[config.mk]
export PLATFORM = sky130hd
export DESIGN_NAME = seg7_scan
export DESIGN_NICKNAME = d
export VERILOG_FILES = /design/src/rtl/seg7_scan_pkg.sv /design/src/rtl/seg7_scan_tick.sv /design/src/rtl/seg7_scan.sv
export SDC_FILE = /design/constraint.sdc
export NUM_CORES = 1
export LEC_CHECK = 0
export CAP_MARGIN = 30
export CORE_MARGIN = 2
export CORE_UTILIZATION = 59
export DETAILED_ROUTE_END_ITERATION = 7
export PLACE_DENSITY = 0.92
export SLEW_MARGIN = 20
export SYNTH_ARGS = -nofsm -noshare
export SYNTH_HDL_FRONTEND = slang
export SYNTH_SLANG_ARGS = --single-unit
[constraint.sdc]
create_clock -name clk -period 6.9 [get_ports clk]
set_input_delay 1.38 -clock clk [delete_from_list [all_inputs] [get_ports clk]]
set_output_delay 1.38 -clock clk [all_outputs]
set_load 0.05 [all_outputs]
[src/rtl/seg7_scan_pkg.sv]
// Shared constants and helpers for the five-digit multiplexed 7-segment scanner.
package seg7_scan_pkg;

  localparam int unsigned NUM_DIG = 5;
  localparam int unsigned SEG_W   = 8;
  localparam int unsigned BUF_W   = NUM_DIG * SEG_W;
  localparam int unsigned IDX_W   = 3;

  localparam logic [SEG_W-1:0] BLANK_PAT = 8'hFF;
  localparam logic [IDX_W-1:0] LAST_IDX  = IDX_W'(NUM_DIG - 1);

  typedef logic [BUF_W-1:0] seg_buf_t;

  // Lowest bit of the byte belonging to digit i.
  function automatic int unsigned byte_lsb(input int unsigned i);
    return i * SEG_W;
  endfunction

  // Out-of-range indices return zero so the mux never reads past the buffer.
  function automatic logic [SEG_W-1:0] seg_byte(input seg_buf_t b, input logic [IDX_W-1:0] i);
    logic [SEG_W-1:0] r;
    r = '0;
    for (int unsigned k = 0; k < NUM_DIG; k++) begin
      if (i == IDX_W'(k)) r = b[byte_lsb(k) +: SEG_W];
    end
    return r;
  endfunction

endpackage

[src/rtl/seg7_scan_tick.sv]
// Dwell prescaler: free-running 0..Dwell-1 counter with a terminal-count tick.
module scan_tick #(
  parameter int unsigned Dwell = 50000,
  parameter int unsigned CntW  = 16
) (
  input  logic            clk_i,
  input  logic            rst_ni,
  output logic [CntW-1:0] cnt_o,
  output logic            tick_o
);

  logic [CntW-1:0] cnt_q, cnt_d;

  always_comb begin
    tick_o = (cnt_q == CntW'(Dwell - 1));
    cnt_d  = tick_o ? '0 : cnt_q + CntW'(1);
  end

  always_ff @(posedge clk_i or negedge rst_ni) begin
    if (!rst_ni) begin
      cnt_q <= '0;
    end else begin
      cnt_q <= cnt_d;
    end
  end

  assign cnt_o = cnt_q;

endmodule

[src/rtl/seg7_scan.sv]
// Five-digit multiplexed 7-segment driver with shadow/active double buffering
// and frame-synchronous buffer swap.
module seg7_scan
  import seg7_scan_pkg::*;
#(
  parameter int unsigned DWELL = 50000,
  parameter int unsigned N_DIG = 5
) (
  input  logic                   clk,
  input  logic                   rst_n,
  input  logic [N_DIG*SEG_W-1:0] s_in,
  input  logic                   load,
  input  logic                   blank,
  output logic [SEG_W-1:0]       seg_n,
  output logic [N_DIG-1:0]       dig_n,
  output logic                   frame_done,
  output logic                   pending
);

  localparam int unsigned CntW = (DWELL > 1) ? $clog2(DWELL) : 1;

  logic [CntW-1:0]  cnt;
  logic             tick;
  logic             frame_end;
  logic             dig_en;

  logic [IDX_W-1:0] idx_q, idx_d;
  seg_buf_t         shadow_q, shadow_d;
  seg_buf_t         active_q, active_d;
  logic             pending_q, pending_d;
  logic [SEG_W-1:0] seg_n_q, seg_n_d;
  logic [N_DIG-1:0] dig_n_q, dig_n_d;
  logic             frame_done_q, frame_done_d;

  scan_tick #(
    .Dwell (DWELL),
    .CntW  (CntW)
  ) u_scan_tick (
    .clk_i  (clk),
    .rst_ni (rst_n),
    .cnt_o  (cnt),
    .tick_o (tick)
  );

  assign frame_end = tick && (idx_q == LAST_IDX);
  // Count zero is the dark anti-ghost slot at the start of every digit.
  assign dig_en    = (cnt != '0) && !blank;

  always_comb begin
    idx_d = idx_q;
    if (tick) idx_d = (idx_q == LAST_IDX) ? '0 : idx_q + IDX_W'(1);
  end

  // Transfer reads the old shadow, so a coincident load survives into the next frame.
  always_comb begin
    shadow_d  = shadow_q;
    active_d  = active_q;
    pending_d = pending_q;
    if (frame_end && pending_q) begin
      active_d  = shadow_q;
      pending_d = 1'b0;
    end
    if (load) begin
      shadow_d  = s_in;
      pending_d = 1'b1;
    end
  end

  always_comb begin
    seg_n_d      = BLANK_PAT;
    dig_n_d      = '1;
    frame_done_d = frame_end;
    if (dig_en) begin
      seg_n_d = ~seg_byte(active_q, idx_q);
      dig_n_d = ~(N_DIG'(1) << idx_q);
    end
  end

  always_ff @(posedge clk or negedge rst_n) begin
    if (!rst_n) begin
      idx_q        <= '0;
      shadow_q     <= '0;
      active_q     <= '0;
      pending_q    <= 1'b0;
      seg_n_q      <= BLANK_PAT;
      dig_n_q      <= '1;
      frame_done_q <= 1'b0;
    end else begin
      idx_q        <= idx_d;
      shadow_q     <= shadow_d;
      active_q     <= active_d;
      pending_q    <= pending_d;
      seg_n_q      <= seg_n_d;
      dig_n_q      <= dig_n_d;
      frame_done_q <= frame_done_d;
    end
  end

  assign seg_n      = seg_n_q;
  assign dig_n      = dig_n_q;
  assign frame_done = frame_done_q;
  assign pending    = pending_q;

endmodule

# --- Word level (Yosys, flattened, before mapping) ---
# Cells that the tools add are included.
word_totals:
  regBits: 114
  out_inout_bits: 15
  in_bits: 44
op_classes:
  muxes: 12
  add_sub_neg: 2
  bitwise: 2
  shift: 1
  reduce_logical: 7
  eq_ne: 5
op_table:
  columns: ["operator", "n"]
  rows:
  - ["$mux 8", 7]
  - ["$add 16x1->16 const B", 1]
  - ["$eq 16x16->1 const B", 1]
  - ["$mux 16", 1]
  - ["$reduce_bool 16->1", 1]
  - ["$not 8->8", 1]
  - ["$eq 3x2->1 const B", 2]
  - ["$mux 5", 1]
  - ["$not 5->5", 1]
  - ["$shl 1x3->5 const A", 1]
  - ["$add 3x1->3 const B", 1]
  - ["$eq 3x1->1 const B", 1]
  - ["$eq 3x3->1 const B", 1]
  - ["$logic_and 1x1->1", 3]
  - ["$logic_not 3->1", 1]
  - ["$mux 3", 1]
  - ["$mux 1", 2]
  - ["$reduce_bool 2->1", 1]
  - ["$logic_not 1->1", 1]

# --- Logic depth before layout (Yosys ltp) ---
depth:
  word_depth: 9
  depth_mapped: 8
  depth_no_buf: 6

# --- Modules after synthesis ---
# A second synthesis with hierarchy kept.
unflattened:
  cells_unflattened: 359
  hier_area_um2: 4993.5
by_module_without_submodules:
  columns: ["mod", "cells_each", "area_each_um2", "instances"]
  rows:
  - ["seg7_scan", 292, 4231.6, 1]
  - ["scan_tick", 67, 762.0, 1]

# --- Worst setup path after synthesis ---
# No wires, ideal clock.
synth_path:
  path_type: "input to register"
  start: "input load"
  end: "register shadow_q[0]"
  arrival_ps: 2244
  setup_ps: 125
  n_path_buf: 2
  slack_ps: 4531
  stages: 3
  cell_sequence: "clkbuf_1 clkbuf_1 mux2_2"
synth_rtl:
  columns: ["element", "line_no", "text"]
  rows:
  - ["start: declaration", "seg7_scan.sv:12", "input logic load,"]
  - ["end signal: assignment", "seg7_scan.sv:90", "shadow_q <= shadow_d;"]
  - ["end: declaration", "seg7_scan.sv:28", "seg_buf_t shadow_q, shadow_d;"]
# No word-level cell between the ends.

# --- Worst setup path in the final report ---
layout_path:
  start: "register u_scan_tick.cnt_q[10], in the netlist u_scan_tick.cnt_o[10]"
  end: "register active_q[29]"
layout_via:
  elab_chain_len: 3
layout_rtl:
  columns: ["element", "line_no", "text"]
  rows:
  - ["start: declaration", "seg7_scan_tick.sv:12", "logic [CntW-1:0] cnt_q, cnt_d;"]
  - ["start signal: assignment", "seg7_scan_tick.sv:23", "cnt_q <= cnt_d;"]
  - ["$eq 16x16->1", "seg7_scan_tick.sv:15", "tick_o = (cnt_q == CntW'(Dwell - 1));"]
  - ["$logic_and 1x1->1", "seg7_scan.sv:45", "assign frame_end = tick && (idx_q == LAST_IDX);"]
  - ["$logic_and 1x1->1", "seg7_scan.sv:59", "if (frame_end && pending_q) begin"]
  - ["end signal: assignment", "seg7_scan.sv:91", "active_q <= active_d;"]
  - ["end: declaration", "seg7_scan.sv:29", "seg_buf_t active_q, active_d;"]
# Every way passes these cells.
# A chain may end at the register's enable or synchronous reset.

==> flow_metrics.env <==
export IMPL_synthTopCellsByArea="dfrtp_1, mux2_1, mux2_2, dfstp_2, ha_1"
export IMPL_initial_utilization=0.612
export IMPL_cts_resized=0
export IMPL_post_route_period_util=0.477
export IMPL_track_usage=0.265
export IMPL_overflow=0
export IMPL_setup_violations=0
export IMPL_fin_cells=520
export IMPL_synth_cells=346
export IMPL_cts_tree="built"
export IMPL_numClockSinks=114
export IMPL_die_x_um=93.7
export IMPL_drcViolationCount=0
export IMPL_synthDistinctLibCells=36
export IMPL_grt_start_max_net_pins=68
export IMPL_slew_violations=0
export IMPL_drive_above_1_share=0.222
export IMPL_dieArea_um2=8790
export IMPL_critPathKind="reg2reg"
export IMPL_cts_setup_buffers=0
export IMPL_fmax_mhz=304
export IMPL_max_vdd_ir_drop_v=0.000222
export IMPL_syn_area_um2=4750
export IMPL_required_ns=7.30
export IMPL_clk_pin_slew_worst_paths_ns=0.06
export IMPL_skew_ns=0.0104
export IMPL_setup_tns_ns=0
export IMPL_drtIter0Drc=270
export IMPL_ys_seq_elements=114
export IMPL_dp_cells=487
export IMPL_yosys_area_top_type="dfrtp_1"
export IMPL_clkLatencyLatePin_ns=0.53
export IMPL_ctsHoldBuffers=0
export IMPL_cp_start_kind="flip-flop"
export IMPL_antennaDiodeCount=0
export IMPL_synth_edff_count=0
export IMPL_h_tree_depth=4
export IMPL_relSlewSlack=0.355
export IMPL_grt_antenna_before_repair=0
export IMPL_vias=3116
export IMPL_cap_violations=0
export IMPL_finalHoldViolCount=0
export IMPL_rsz0062_at_grt="false"
export IMPL_synth_area_per_cell_um2=13.7
export IMPL_first_pass_iters=5
export IMPL_fin_util=0.767
export IMPL_synth_async_reset_ratio=1.00
export IMPL_dpl_hpwl_um=6350
export IMPL_synth_net_count=397
export IMPL_final_fill_count=451
export IMPL_portBuffers=58
export IMPL_worstMarginPinSlew_ns=0.968
export IMPL_power_density_nw_per_um2=277
export IMPL_synth_top_cell_area_share=0.532
export IMPL_path_max_fanout=40
export IMPL_synthFlopType="dfrtp_1"
export IMPL_area_growth_syn_to_layout_pct=25.4
export IMPL_outcome="complete, no violations"
export IMPL_clockBufferDepth=2
export IMPL_grt_pass1_vias=3321
export IMPL_rows=32
export IMPL_design_area_um2=5960
export IMPL_synth_seq_area_share=0.604
export IMPL_fp_dieH_um=93.7
export IMPL_crit_arrival_ns=3.69
export IMPL_gp_congestion=0.899
export IMPL_detail_route_vias_per_cell=5.99
export IMPL_fin_crit_ns=3.29
export IMPL_layout_nets=456
export IMPL_ios=59
export IMPL_cts_root_buf="clkbuf_8"
export IMPL_power_uw=1650
export IMPL_cp_end_kind="flip-flop"
export IMPL_hold_path_class="reg2reg"
export IMPL_core_um2=7770
export IMPL_placed_area_um2=5350
export IMPL_drt_total_wl_um=10700
export IMPL_ys_warn_count=0
export IMPL_avgRoutedWirePerCell_um=20.7
export IMPL_p_leak_uw=0.00270
export IMPL_grt_pass1_wl_um=17200
export IMPL_cts_buffers=17
export IMPL_drtAntennaViolNets=0
## per-layer routing
metal | part of all wire | wire [um] | vias up | track usage
li1 | - | - | 1362 | -
met1 | 0.39 | 4140 | 1600 | 0.318
met2 | 0.54 | 5750 | 127 | 0.458
met3 | 0.051 | 548 | 27 | 0.0650
met4 | 0.029 | 307 | 0 | 0.112
met5 | 0 | 0 | - | 0
## metrics by stage
| stage | worst slack [ns] | hold WS [ns] |
|---|---|---|
| 6_report | 3.61 | 0.459 |
| 5_1_grt | 3.45 | 0.479 |
| 4_1_cts | 3.60 | 0.458 |
| 3_5_place_dp | 3.64 | 0.441 |
| 3_3_place_gp | 3.77 | 0.431 |
| 2_1_floorplan | 4.53 | 0.419 |
## synth_stat cells, types with 2 or more instances
cell / number
a21oi_1: 8
o31ai_1: 8
and4_1: 2
nor2b_1: 10
nor4_1: 2
xor2_1: 9
dfstp_2: 13
and2_1: 2
a221oi_1: 8
clkbuf_1: 15
xnor2_1: 4
nor2_1: 13
dfrtp_1: 101
mux2_2: 40
ha_1: 7
o211ai_1: 8
buf_6: 4
inv_1: 9
o21ai_0: 3
nand3_1: 8
nand2_1: 12
and3_1: 2
nand4_1: 6
mux2_1: 40
## final cells by class
type | instances | area [um^2] | area share
flip-flops and latches | 114 | 2870 | 0.482
clock inverters | 15 | 171 | 0.0288
repair buffers | 60 | 601 | 0.101
clock buffers | 17 | 414 | 0.0695
inverters | 9 | 33.8 | 0.00567
multi-input cells | 203 | 1740 | 0.292
well taps | 102 | 128 | 0.0214
## critical path: stages, from the launching register on
cell,delay [ns]
dfrtp_1,0.43
or4_4,0.58
nor4_4,0.74
and3_2,0.98
mux2_1,0.42
## report_power, final
part	leakage (uW)	switching (uW)	internal (uW)
logic	0.000971	30.4	44.1
clock network	0.000292	340	524
registers	0.00144	16.3	693
total	0.00270	387	1260
## cells in the final DEF (no fill, tap or decap), drive strengths merged, types with 4 or more instances in the layout
cell,n
xnor2,4
dfstp,13
clkbuf,17
ha,7
clkinv,6
nand3,8
clkdlybuf4s50,56
dfrtp,101
xor2,9
nand4,6
inv,16
a21oi,8
o211ai,8
mux2,80
buf,4
nand2,12
nor2b,10
nor2,13
o31ai,8
a221oi,8
## final timing paths
kind,depth (start not counted),slack [ns],endpoint,start
worst min-delay path,1,0.46,seg_n[2]$_DFF_PN1_,active_q[34]$_DFFE_PN0P_
min in group asynchronous,1,0.86,pending$_DFFE_PN0P_,rst_n
worst max register to register,4,3.61,active_q[29]$_DFFE_PN0P_,u_scan_tick.cnt_o[10]$_DFF_PN0_
worst max-delay path,4,3.61,active_q[29]$_DFFE_PN0P_,u_scan_tick.cnt_o[10]$_DFF_PN0_
worst min register to register,1,0.46,seg_n[2]$_DFF_PN1_,active_q[34]$_DFFE_PN0P_
max in group asynchronous,2,4.80,active_q[21]$_DFFE_PN0P_,rst_n
## sequential cells by signal, summed over array words and instances (netlist names)
name	cells
active_q	40
dig_n	5
frame_done	1
idx_q	3
pending	1
seg_n	8
shadow_q	40
u_scan_tick.cnt_o	16
## logic make-up after synthesis
kind of cell | count (synthesis) | synth area share
AND/OR/NAND/NOR | 65 | 0.0764
flip-flops | 114 | 0.604
buffers and inverters | 29 | 0.0300
XOR/XNOR | 13 | 0.0240
AO/OA/AOI/OAI | 37 | 0.0556
multiplexers | 81 | 0.192
adder cells (fa/ha/maj) | 7 | 0.0184
Power figures use the tool's default switching activity.
==> RTL edit (config.mk and constraints unchanged) <==
Register the inputs `s_in`, `load` and `blank` before use, without a reset. The logic sees them one clock later.
--- a/src/rtl/seg7_scan.sv
+++ b/src/rtl/seg7_scan.sv
@@ -18,6 +18,16 @@
 );
 
   localparam int unsigned CntW = (DWELL > 1) ? $clog2(DWELL) : 1;
+
+  logic [N_DIG*SEG_W-1:0] s_q;
+  logic load_q;
+  logic blank_q;
+
+  always_ff @(posedge clk) begin
+    s_q     <= s_in;
+    load_q  <= load;
+    blank_q <= blank;
+  end
 
   logic [CntW-1:0]  cnt;
   logic             tick;
@@ -44,7 +54,7 @@
 
   assign frame_end = tick && (idx_q == LAST_IDX);
   // Count zero is the dark anti-ghost slot at the start of every digit.
-  assign dig_en    = (cnt != '0) && !blank;
+  assign dig_en    = (cnt != '0) && !blank_q;
 
   always_comb begin
     idx_d = idx_q;
@@ -60,8 +70,8 @@
       active_d  = shadow_q;
       pending_d = 1'b0;
     end
-    if (load) begin
-      shadow_d  = s_in;
+    if (load_q) begin
+      shadow_d  = s_q;
       pending_d = 1'b1;
     end
   end
Formal check against the unedited RTL: not equivalent (a bounded check fails within 4 cycles, from zero or initial values and one cycle with rst_n low).
==> RTL edit against the unedited design <==
Die area increased by 18%; design area increased by 16%; power increased by 17%; first-iteration DRC count decreased by 10%; sequential cell count increased by 42; count of clock-buffer cells in the layout increased by 1; wire length decreased by 0.57%; synthesized area increased by 19%; worst setup slack improved by 0.036 ns; non-clock buffer count increased by 2; critical endpoint is now dig_n[0]; largest power group is now registers; highest routed layer unchanged.
==> RTL edit: results (changes against the unedited design) <==
Status
The run finished with clean final reports.

Worst setup path
The kind of critical path is register to output port. The worst endpoint data arrival time is 1.88 ns (-1.81 ns). The largest stage delay on the critical path was 0.82 ns (-0.16 ns). On the critical path, the stage with the largest delay is an instance of clkdlybuf4s50_1. The capturing point of the worst reg2reg path is active_q[19]$_DFFE_PN0P_. In this design, the largest share of critical-path delay is due to buffers and inverters. The path depth of the worst reg2reg path is 7 (+3). The worst-case register-to-register setup slack is 4.20 ns (+0.59 ns). The startpoint of the worst register-to-register path is idx_q[0]$_DFFE_PN0N_.

STA
The tightest hold margin is 0.457 ns (-0.00252 ns). The slew at the pin closest to its max-slew limit was 0.720 ns (-0.248 ns). The clock skew is 0.00874 ns (-0.00165 ns).

Synth
After synthesis, the most frequently instantiated cells are dfrtp_1, mux2_2, dfxtp_1, nand2_1, a21oi_1. By area the synthesized netlist is led by dfrtp_1, mux2_2, dfxtp_1, dfstp_2, ha_1. The async set-or-reset flop fraction in the synthesized netlist was 0.731 (-0.269).

The sequential area share after synthesis is 0.656 (+0.0518). The share of cell area taken by muxes after synthesis is 0.161 (-0.0305). The total nets after synthesis is 452 (+14%). The xor and xnor fraction of the mapped netlist area came to 0.0201 (-0.00384). The arithmetic-cell share of the synthesized area counting full adders, half adders and majority gates is 0.0155 (-0.00296). The post-synthesis compound-gate area fraction is 0.0511 (-0.00449). The number of distinct library cells after synthesis is 34 (-5.6%).

Route
The initial detailed-routing violation count was 243 (-10%). The first-pass iteration count of the detailed router is 4 (-1).

Power
The worst voltage drop across the vdd grid is 0.173 mV (-22%). The leakage power came to 2.99 nW (+11%).

Clocking
The worst-case clock buffer depth was 2 (unchanged). After clock tree synthesis, the clock-pin slew on the worst setup and hold paths is 0.07 ns.

Place
The half-perimeter wire length after detailed placement came to 6.98 mm (+9.9%). The total placed instance area was 0.00634 mm2 (+18%). The final weighted congestion in routability-driven placement is 0.831 (-7.6%). The worst setup slack after placement is 4.14 ns (+0.503 ns).

Hold path
The worst hold path begins at s_q[31]$_DFF_P_. The path class of the lowest-slack min-delay path is register to register. The path with the worst hold slack has its endpoint at shadow_q[31]$_DFFE_PN0P_.

Global routing
The maximum number of pins on one net before global-route repair came to 83 (+22%). The number of global-route vias before repair was 3,486 (+5.0%). The global-route wire length before repair is 17.5 mm (+1.8%).

Finish
The number of nets in the layout is 514 (+13%). The count of filler cells inserted in the layout came to 576 (+28%).
[RTL edit: cell types whose count changed after synthesis, moves of 9 or more]
cell | before | now
nand2_1 | 12 | 21
mux2_2 | 40 | 79
dfxtp_1 | 0 | 42
o21ai_0 | 3 | 12
mux2_1 | 40 | 2
nor2b_1 | 10 | 0
[RTL edit: per-stage QoR]
step	std cells	util
after floorplan	401	-
after global placement	571	0.680
after detailed placement	572	0.682
after CTS	604	0.744
after global routing	605	0.745
final	605	0.745
[RTL edit: cells by family after synthesis]
| logic type | Yosys count |
|---|---|
| AOI/OAI and AO/OA | 45 |
| xor gates and xnor gates | 13 |
| adders and majority gates | 7 |
| buffers and inverters | 32 |
| DFF | 156 |
| muxes | 81 |
| and+or+nand+nor | 67 |
[RTL edit: layer usage]
layer | GRT usage | up-vias | share of wire
met1 | 0.273 | 1678 | 0.41
met5 | 0 | - | 0
met3 | 0.0568 | 31 | 0.048
met2 | 0.383 | 124 | 0.51
met4 | 0.111 | 0 | 0.032
li1 | - | 1536 | -
[RTL edit: power by group]
| part | total (mW) | internal (mW) | switching, mW |
|---|---|---|---|
| Sequential | 0.966 | 0.948 | 0.0182 |
| Combinational | 0.0724 | 0.0437 | 0.0286 |
| Clock | 0.895 | 0.495 | 0.400 |
| Total | 1.93 | 1.49 | 0.447 |
[RTL edit: final cells by class]
class	instances	area, um2	area share
Tap cell	129	161	0.0233
Clock buffer	18	418	0.0604
Clock inverter	14	149	0.0215
Sequential cell	156	3710	0.537
Timing Repair Buffer	62	632	0.0914
Inverter	13	48.8	0.00706
Multi-Input combinational cell	213	1800	0.260
[RTL edit: worst max path at each step]
stage                       startpoint                  endpoint  slack (ns)  cells past startpoint
CTS                 dig_n[0]$_DFF_PN1_                  dig_n[0]        3.62                      1
finish              dig_n[0]$_DFF_PN1_                  dig_n[0]        3.64                      1
global placement                 rst_n  shadow_q[22]$_DFFE_PN0P_        4.19                      2
global route        dig_n[0]$_DFF_PN1_                  dig_n[0]        3.60                      1
detailed placement               rst_n  shadow_q[22]$_DFFE_PN0P_        4.14                      2
floorplan           dig_n[0]$_DFF_PN1_                  dig_n[0]        4.86                      0
